--- src/rtl/sparse_cfg_seq_pkg.sv ---
// Shared state encoding, bitstream word layout and default timing constants
// for the sparse tile array config sequencer.
package sparse_cfg_seq_pkg;

  typedef logic [3:0] state_t;

  localparam state_t ST_IDLE      = 4'd0;
  localparam state_t ST_CFG       = 4'd1;
  localparam state_t ST_CFG_DRAIN = 4'd2;
  localparam state_t ST_GAP       = 4'd3;
  localparam state_t ST_FLUSH_S   = 4'd4;
  localparam state_t ST_FLUSH_R   = 4'd5;
  localparam state_t ST_RUN       = 4'd6;
  localparam state_t ST_DONE      = 4'd7;
  localparam state_t ST_TIMEOUT   = 4'd8;
  localparam state_t ST_VERIFY    = 4'd9;
  localparam state_t ST_ERR       = 4'd10;

  typedef struct packed {
    logic [31:0] addr;
    logic [31:0] data;
  } bs_word_t;

  localparam int DEF_FLUSH_STALLED_CYC = 16;
  localparam int DEF_FLUSH_RUN_CYC     = 2;
  localparam int DEF_TIMEOUT_CYC       = 50000;

endpackage

--- src/rtl/sparse_cfg_stream.sv ---
// Bitstream read sequencer: walks entries 0..n-1 one per cycle and flags the
// cycle each word is returned (read latency 1), plus the last-entry markers.
module sparse_cfg_stream
  import sparse_cfg_seq_pkg::*;
#(
  parameter int BS_AW = 12
) (
  input  logic             clk,
  input  logic             rst_n,
  input  logic             go,
  input  logic             abort,
  input  logic [BS_AW:0]   go_n,
  output logic             rd_en,
  output logic [BS_AW-1:0] rd_addr,
  output logic             rd_last,
  output logic             out_vld,
  output logic             out_last
);

  logic             active_q, active_d;
  logic [BS_AW-1:0] idx_q, idx_d;
  logic [BS_AW:0]   last_q, last_d;
  logic             out_vld_q, out_vld_d;
  logic             out_last_q, out_last_d;

  assign rd_en    = active_q;
  assign rd_addr  = idx_q;
  assign rd_last  = active_q && ({1'b0, idx_q} == last_q);
  assign out_vld  = out_vld_q;
  assign out_last = out_last_q;

  always_comb begin
    active_d = active_q;
    idx_d    = idx_q;
    last_d   = last_q;
    if (go) begin
      active_d = 1'b1;
      idx_d    = '0;
      last_d   = go_n - {{BS_AW{1'b0}}, 1'b1};
    end else if (abort || rd_last) begin
      active_d = 1'b0;
    end else if (active_q) begin
      idx_d = idx_q + {{(BS_AW-1){1'b0}}, 1'b1};
    end
    // A restart or abort discards the word still in flight from the old walk.
    out_vld_d  = rd_en && !go && !abort;
    out_last_d = rd_last && !go && !abort;
  end

  // Read-issue stage -> word-returned stage
  always_ff @(posedge clk or negedge rst_n) begin
    if (!rst_n) begin
      active_q   <= 1'b0;
      idx_q      <= '0;
      last_q     <= '0;
      out_vld_q  <= 1'b0;
      out_last_q <= 1'b0;
    end else begin
      active_q   <= active_d;
      idx_q      <= idx_d;
      last_q     <= last_d;
      out_vld_q  <= out_vld_d;
      out_last_q <= out_last_d;
    end
  end

endmodule

--- src/rtl/sparse_config_sequencer.sv ---
// Sparse tile array bring-up: streams the config bitstream, runs the flush/stall
// release, then times the run. Define SPARSE_CFG_READBACK_EN for config readback checking.
module sparse_config_sequencer
  import sparse_cfg_seq_pkg::*;
#(
  parameter int BS_DEPTH          = 4096,
  parameter int BS_AW             = $clog2(BS_DEPTH),
  parameter int FLUSH_STALLED_CYC = DEF_FLUSH_STALLED_CYC,
  parameter int FLUSH_RUN_CYC     = DEF_FLUSH_RUN_CYC,
  parameter int TIMEOUT_CYC       = DEF_TIMEOUT_CYC
) (
  input  logic             clk,
  input  logic             rst_n,
  input  logic             start,
  input  logic [BS_AW:0]   bs_size,
  output logic             bs_rd_en,
  output logic [BS_AW-1:0] bs_rd_addr,
  input  logic [63:0]      bs_rd_data,
  output logic [31:0]      config_config_addr,
  output logic [31:0]      config_config_data,
  output logic             config_write,
  output logic             config_read,
`ifdef SPARSE_CFG_READBACK_EN
  input  logic [31:0]      config_rd_data,
  output logic             cfg_err,
`endif
  output logic             stall,
  output logic             flush,
  input  logic             dut_done,
  output logic             busy,
  output logic             done,
  output logic             timeout,
  output logic [63:0]      cycle_count
);

  localparam int             NW       = BS_AW + 1;
  localparam logic [BS_AW:0] DEPTH_N  = NW'(BS_DEPTH);
  localparam logic [15:0]    FS_LAST  = 16'(FLUSH_STALLED_CYC - 1);
  localparam logic [15:0]    FR_LAST  = 16'(FLUSH_RUN_CYC - 1);
  localparam logic [63:0]    TO_LIMIT = 64'(TIMEOUT_CYC);

  function automatic logic [BS_AW:0] sat_size(input logic [BS_AW:0] sz);
    return (sz > DEPTH_N) ? DEPTH_N : sz;
  endfunction

  state_t         state_q, state_d;
  logic [BS_AW:0] n_q, n_d;
  logic [15:0]    ph_q, ph_d;
  logic [63:0]    cnt_q, cnt_d;
  logic [31:0]    cfg_addr_q, cfg_addr_d;
  logic [31:0]    cfg_data_q, cfg_data_d;

  logic           go, abort, idle_like;
  logic [BS_AW:0] go_n;
  logic           strm_rd_last, strm_vld, strm_last;
  bs_word_t       bs_word;

  assign bs_word = bs_rd_data;

  sparse_cfg_stream #(.BS_AW(BS_AW)) u_stream (
    .clk      (clk),
    .rst_n    (rst_n),
    .go       (go),
    .abort    (abort),
    .go_n     (go_n),
    .rd_en    (bs_rd_en),
    .rd_addr  (bs_rd_addr),
    .rd_last  (strm_rd_last),
    .out_vld  (strm_vld),
    .out_last (strm_last)
  );

  assign config_write = strm_vld && (state_q == ST_CFG || state_q == ST_CFG_DRAIN);

`ifdef SPARSE_CFG_READBACK_EN
  logic        cmp_vld_q, cmp_vld_d;
  logic        cmp_last_q, cmp_last_d;
  logic [31:0] exp_q, exp_d;
  logic        rb_bad;

  assign config_read = strm_vld && (state_q == ST_VERIFY);
  assign rb_bad      = cmp_vld_q && (config_rd_data != exp_q);
  assign cfg_err     = (state_q == ST_ERR);

  always_comb begin
    cmp_vld_d  = config_read;
    cmp_last_d = config_read && strm_last;
    exp_d      = config_read ? bs_word.data : exp_q;
  end

  // Readback issue stage -> compare stage
  always_ff @(posedge clk or negedge rst_n) begin
    if (!rst_n) begin
      cmp_vld_q  <= 1'b0;
      cmp_last_q <= 1'b0;
      exp_q      <= '0;
    end else begin
      cmp_vld_q  <= cmp_vld_d;
      cmp_last_q <= cmp_last_d;
      exp_q      <= exp_d;
    end
  end

  assign idle_like = (state_q == ST_IDLE) || (state_q == ST_DONE) ||
                     (state_q == ST_TIMEOUT) || (state_q == ST_ERR);
`else
  assign config_read = 1'b0;
  assign idle_like   = (state_q == ST_IDLE) || (state_q == ST_DONE) ||
                       (state_q == ST_TIMEOUT);
`endif

  // The bus shows the returned word in its write cycle and holds it afterwards.
  always_comb begin
    cfg_addr_d = (config_write || config_read) ? bs_word.addr : cfg_addr_q;
    cfg_data_d = config_write ? bs_word.data : cfg_data_q;
  end

  assign config_config_addr = cfg_addr_d;
  assign config_config_data = cfg_data_d;

  always_comb begin
    state_d = state_q;
    n_d     = n_q;
    ph_d    = ph_q;
    cnt_d   = cnt_q;
    go      = 1'b0;
    abort   = 1'b0;
    go_n    = n_q;
    if (idle_like) begin
      if (start) begin
        n_d   = sat_size(bs_size);
        cnt_d = '0;
        if (n_d != '0) begin
          state_d = ST_CFG;
          go      = 1'b1;
          go_n    = n_d;
        end else begin
          state_d = ST_GAP;
        end
      end
    end else begin
      case (state_q)
        ST_CFG: if (strm_rd_last) state_d = ST_CFG_DRAIN;
        ST_CFG_DRAIN: begin
          if (strm_last) begin
`ifdef SPARSE_CFG_READBACK_EN
            state_d = ST_VERIFY;
            go      = 1'b1;
`else
            state_d = ST_GAP;
`endif
          end
        end
`ifdef SPARSE_CFG_READBACK_EN
        ST_VERIFY: begin
          if (rb_bad) begin
            state_d = ST_ERR;
            abort   = 1'b1;
          end else if (cmp_vld_q && cmp_last_q) begin
            state_d = ST_GAP;
          end
        end
`endif
        ST_GAP: begin
          state_d = ST_FLUSH_S;
          ph_d    = '0;
        end
        ST_FLUSH_S: begin
          ph_d = ph_q + 16'd1;
          if (ph_q == FS_LAST) begin
            state_d = ST_FLUSH_R;
            ph_d    = '0;
          end
        end
        ST_FLUSH_R: begin
          ph_d = ph_q + 16'd1;
          if (ph_q == FR_LAST) state_d = ST_RUN;
        end
        ST_RUN: begin
          // Completion beats a simultaneous timeout; the done cycle is not counted.
          if (dut_done) begin
            state_d = ST_DONE;
          end else begin
            cnt_d = cnt_q + 64'd1;
            if (cnt_d == TO_LIMIT) state_d = ST_TIMEOUT;
          end
        end
        default: state_d = ST_IDLE;
      endcase
    end
  end

  always_ff @(posedge clk or negedge rst_n) begin
    if (!rst_n) begin
      state_q    <= ST_IDLE;
      n_q        <= '0;
      ph_q       <= '0;
      cnt_q      <= '0;
      cfg_addr_q <= '0;
      cfg_data_q <= '0;
    end else begin
      state_q    <= state_d;
      n_q        <= n_d;
      ph_q       <= ph_d;
      cnt_q      <= cnt_d;
      cfg_addr_q <= cfg_addr_d;
      cfg_data_q <= cfg_data_d;
    end
  end

  assign busy        = !idle_like;
  assign flush       = (state_q == ST_FLUSH_S) || (state_q == ST_FLUSH_R);
  assign stall       = !((state_q == ST_FLUSH_R) || (state_q == ST_RUN));
  assign done        = (state_q == ST_DONE);
  assign timeout     = (state_q == ST_TIMEOUT);
  assign cycle_count = cnt_q;

endmodule
--- config.mk ---
export PLATFORM = sky130hd
export DESIGN_NAME = sparse_config_sequencer
export DESIGN_NICKNAME = d
export VERILOG_FILES = /design/src/rtl/sparse_cfg_seq_pkg.sv /design/src/rtl/sparse_cfg_stream.sv /design/src/rtl/sparse_config_sequencer.sv
export SDC_FILE = /design/constraint.sdc
export NUM_CORES = 1
export LEC_CHECK = 0
export ABC_AREA = 0
export CORE_ASPECT_RATIO = 0.9
export CORE_MARGIN = 5
export CORE_UTILIZATION = 35
export CTS_CLUSTER_DIAMETER = 120
export CTS_CLUSTER_SIZE = 16
export DETAILED_ROUTE_END_ITERATION = 12
export GPL_TIMING_DRIVEN = 0
export HOLD_SLACK_MARGIN = 0.03
export PLACE_DENSITY = 0.6
export SKIP_LAST_GASP = 1
export SLEW_MARGIN = 25
export SYNTH_ARGS = -nofsm -noshare
export SYNTH_HDL_FRONTEND = slang
export SYNTH_SLANG_ARGS = --single-unit
export TNS_END_PERCENT = 30
--- constraint.sdc ---
create_clock -name clk -period 3.5 [get_ports clk]
set_clock_uncertainty 0.15 [all_clocks]
set_input_delay 1.05 -clock clk [delete_from_list [all_inputs] [get_ports clk]]
set_output_delay 1.05 -clock clk [all_outputs]
set_load 0.02 [all_outputs]
==> results.yml <==
outcome:
  status: "complete, but fails checks"
  violations: "negative setup slack"
die:
  ios: 229
  dieHeight_um: 173
  die_x_um: 191
  start_util_pct: 35.7
  dieArea_um2: 33200
  rows: 59
  coreArea_um2: 29100
setup_path:
  worstSetupStartpointType: "flop"
  required_ns: 2.30
  r2r_start: "cycle_count[0]$_DFFE_PN0P_"
  cp-endpoint: "config_config_addr[21]"
  end_kind: "primary output"
  r2r_cells: 10
  path_class: "flop to primary output"
  crit_path_max_fanout: 10
  r2r_end: "state_q[2]$_DFFE_PN0P_"
  rrSetupSlack_ns: 0.04
  startpoint: "state_q[1]$_DFFE_PN0P_"
  crit_arrival_ns: 2.30
routing:
  wl_per_cell_um: 19.0
  drcViolationCount: 0
  drtPass1Iterations: 6
  avgViaCountPerCell: 5.40
  dr_total_vias: 10440
  antenna_left: 0
  drt_iter0_drc: 818
  drt-total-wl_um: 36800
finish:
  final_area_um2: 14300
  antenna_cells: 0
  area_delta_synth_final_pct: 37.6
  mostFrequentLayoutCell: "nand2_1"
  layout_common_cells: "nand2_1, dfrtp_1, clkdlybuf4s50_1"
  nets: 1613
  layout-drive-gt1-share_pct: 11.8
logic_synthesis:
  yosysWarnings: 0
  synth_fp_nets: 1350
  synth_cell_types: 72
  synth_edf_count: 0
  synthArstFlopShare_pct: 100
  synthCells: 1263
  yosysSeqAreaShare_pct: 45.1
  synth_top_flop_cell: "dfrtp_1"
  synth_area_per_cell_um2: 8.21
  syn-cell-area_um2: 10400
  synth_seq_cells: 187
place:
  hpwl_um: 27100
  pre_cts_ws_ns: -1.27
  routabilityCongestion: 0.944
  io_buffers: 227
  placed_area_um2: 13200
global_routing:
  overflow: 0
  grt_pass1_wl_um: 57400
  grt_max_degree: 91
  antenna_found_initial: 0
  track_usage_pct: 21.8
  grt_pass1_vias: 9719
cts:
  cts_hold_buffers: 0
  cts.sinks: 187
  path_clk_slew_ns: 0.08
  cts-htree-levels: 4
  clk_latency_ns: 0.45
  cts_tree: "built"
  numCtsBuffers: 17
  cts-root-buf: "clkbuf_16"
  clockBufferDepth: 2
power_and_ir_drop:
  leakage_nw: 6.38
  p_int_mw: 5.46
  comb_power_share_pct: 48.8
  pwr-share-seq_pct: 31.5
  pwr_density_cell_nw_per_um2: 676
  ir_drop_mv: 0.399
  p_sw_mw: 4.20
  swShare_pct: 43.5
  p_clk_share_pct: 19.7
timing:
  slew_headroom_pct: 47.1
  finalCritPeriodShare_pct: 100
  setup_viol: 1
  final_max_slew_viol_count: 0
  fmax_ghz: 0.286
  post-route-min-period_ns: 3.50
  timing.final.hold_violations: 0
  worst_slack_ns: -0.00229
  tns_ns: -0.00229
  worst_slew_pin_slew_ns: 0.793
  rsz0062_at_grt: "yes"
job:
  cap_violations: 0
hold_path:
  min_path_type: "primary input to async pin"
metrics by stage:
| step | std cells | hold WS, ns | util, % | total power, mW |
|---|---|---|---|---|
| floorplan | 1263 | 0.301 | - | 5.72 |
| global placement | 1886 | 0.303 | 45.2 | 7.89 |
| detailed placement | 1888 | 0.306 | 45.4 | 7.94 |
| CTS | 1924 | 0.254 | 48.0 | 9.70 |
| global route | 1935 | 0.250 | 49.1 | 10.4 |
| finish | 1935 | 0.262 | 49.1 | 9.66 |
sequential cells by signal, indices dropped and copies added (netlist names):
name,count
u_stream.rd_en,1
cfg_data_q,32
u_stream.last_q,13
u_stream.out_last,1
cfg_addr_q,32
cycle_count,64
u_stream.out_vld,1
ph_q,16
u_stream.rd_addr,12
state_q,4
n_q,11
synth_stat cells (10+ instances only):
| master | instances | area [um2] |
|---|---|---|
| buf_2 | 13 | 65.1 |
| xnor2_1 | 21 | 184 |
| dfrtp_1 | 187 | 4680 |
| and2_1 | 12 | 75.1 |
| and4_1 | 14 | 123 |
| nand2_1 | 322 | 1210 |
| o21ai_0 | 97 | 485 |
| o31ai_1 | 32 | 240 |
| nand4_1 | 38 | 238 |
| nand3_1 | 54 | 270 |
| nor3_1 | 34 | 170 |
| and3_1 | 24 | 150 |
| nor2_1 | 88 | 330 |
| a31oi_1 | 18 | 113 |
| clkbuf_1 | 64 | 240 |
| xor2_1 | 44 | 385 |
| inv_1 | 11 | 41.3 |
| or3_1 | 10 | 62.6 |
| a21oi_1 | 47 | 235 |
| nor4_1 | 17 | 106 |
per-layer routing:
metal,track usage (%),routed length [um],up-vias
li1,-,-,4954
met3,4.97,3010,64
met5,0,0,-
met2,33.3,16300,472
met1,30.9,16500,4950
met4,6.61,981,0
critical path, cell delays in order (launching register included):
cell	delay (ns)
dfrtp_1	0.41
buf_4	0.19
xor2_2	0.19
nand3_2	0.12
inv_1	0.10
clkbuf_8	0.19
buf_4	0.18
nand2_1	0.06
nand2_1	0.08
dlygate4sd2_1	0.34
power by group through the flow:
stage                     Combinational (mW)  Clock [mW]  Sequential [mW]
after floorplan                         2.65           0             3.07
after global placement                  4.82           0             3.07
after global routing                    5.19        2.04             3.13
after CTS                               4.71        1.96             3.04
final                                   4.71        1.90             3.04
after detailed placement                4.85           0             3.09
repair_timing:
| action | CTS | global route |
|---|---|---|
| pin swaps | 4 | 12 |
| buffers inserted | 5 | 17 |
| setup endpoints to repair | 96 | 107 |
| gates resized for setup | 177 | 85 |
cell families (layout without fill, tap and decap cells):
logic type / Yosys count / count (layout) / synth area share (%)
and+or+nand+nor: 654 / 654 / 29.8
buffers and inverters: 99 / 375 / 3.85
adders and majority gates: 6 / 6 / 0.724
xor gates and xnor gates: 65 / 65 / 5.49
other: 1 / 1 / 0.0361
muxes: 10 / 10 / 1.01
AOI/OAI and AO/OA: 241 / 241 / 14.0
DFF: 187 / 187 / 45.1
worst min-delay path by stage:
stage	from	endpoint	slack [ns]	cells after the start
final	rst_n	cfg_addr_q[4]$_DFF_PN0_	0.26	1
after global routing	rst_n	cfg_addr_q[4]$_DFF_PN0_	0.25	1
after CTS	rst_n	cfg_addr_q[4]$_DFF_PN0_	0.25	1
after detailed placement	cfg_addr_q[17]$_DFF_PN0_	cfg_addr_q[17]$_DFF_PN0_	0.31	2
after global placement	cfg_addr_q[11]$_DFF_PN0_	cfg_addr_q[11]$_DFF_PN0_	0.30	2
after floorplan	n_q[10]$_DFFE_PN0P_	n_q[10]$_DFFE_PN0P_	0.30	2
cell type report:
type | instances | area (um2)
Multi-Input combinational cell | 977 | 5530
Clock inverter | 13 | 128
Tap cell | 396 | 495
Buffer | 79 | 457
Timing Repair Buffer | 251 | 2490
Clock buffer | 19 | 443
Inverter | 13 | 48.8
Fill cell | 2817 | 14800
Sequential cell | 187 | 4690
Note: power is estimated with default switching activity, not from simulation.
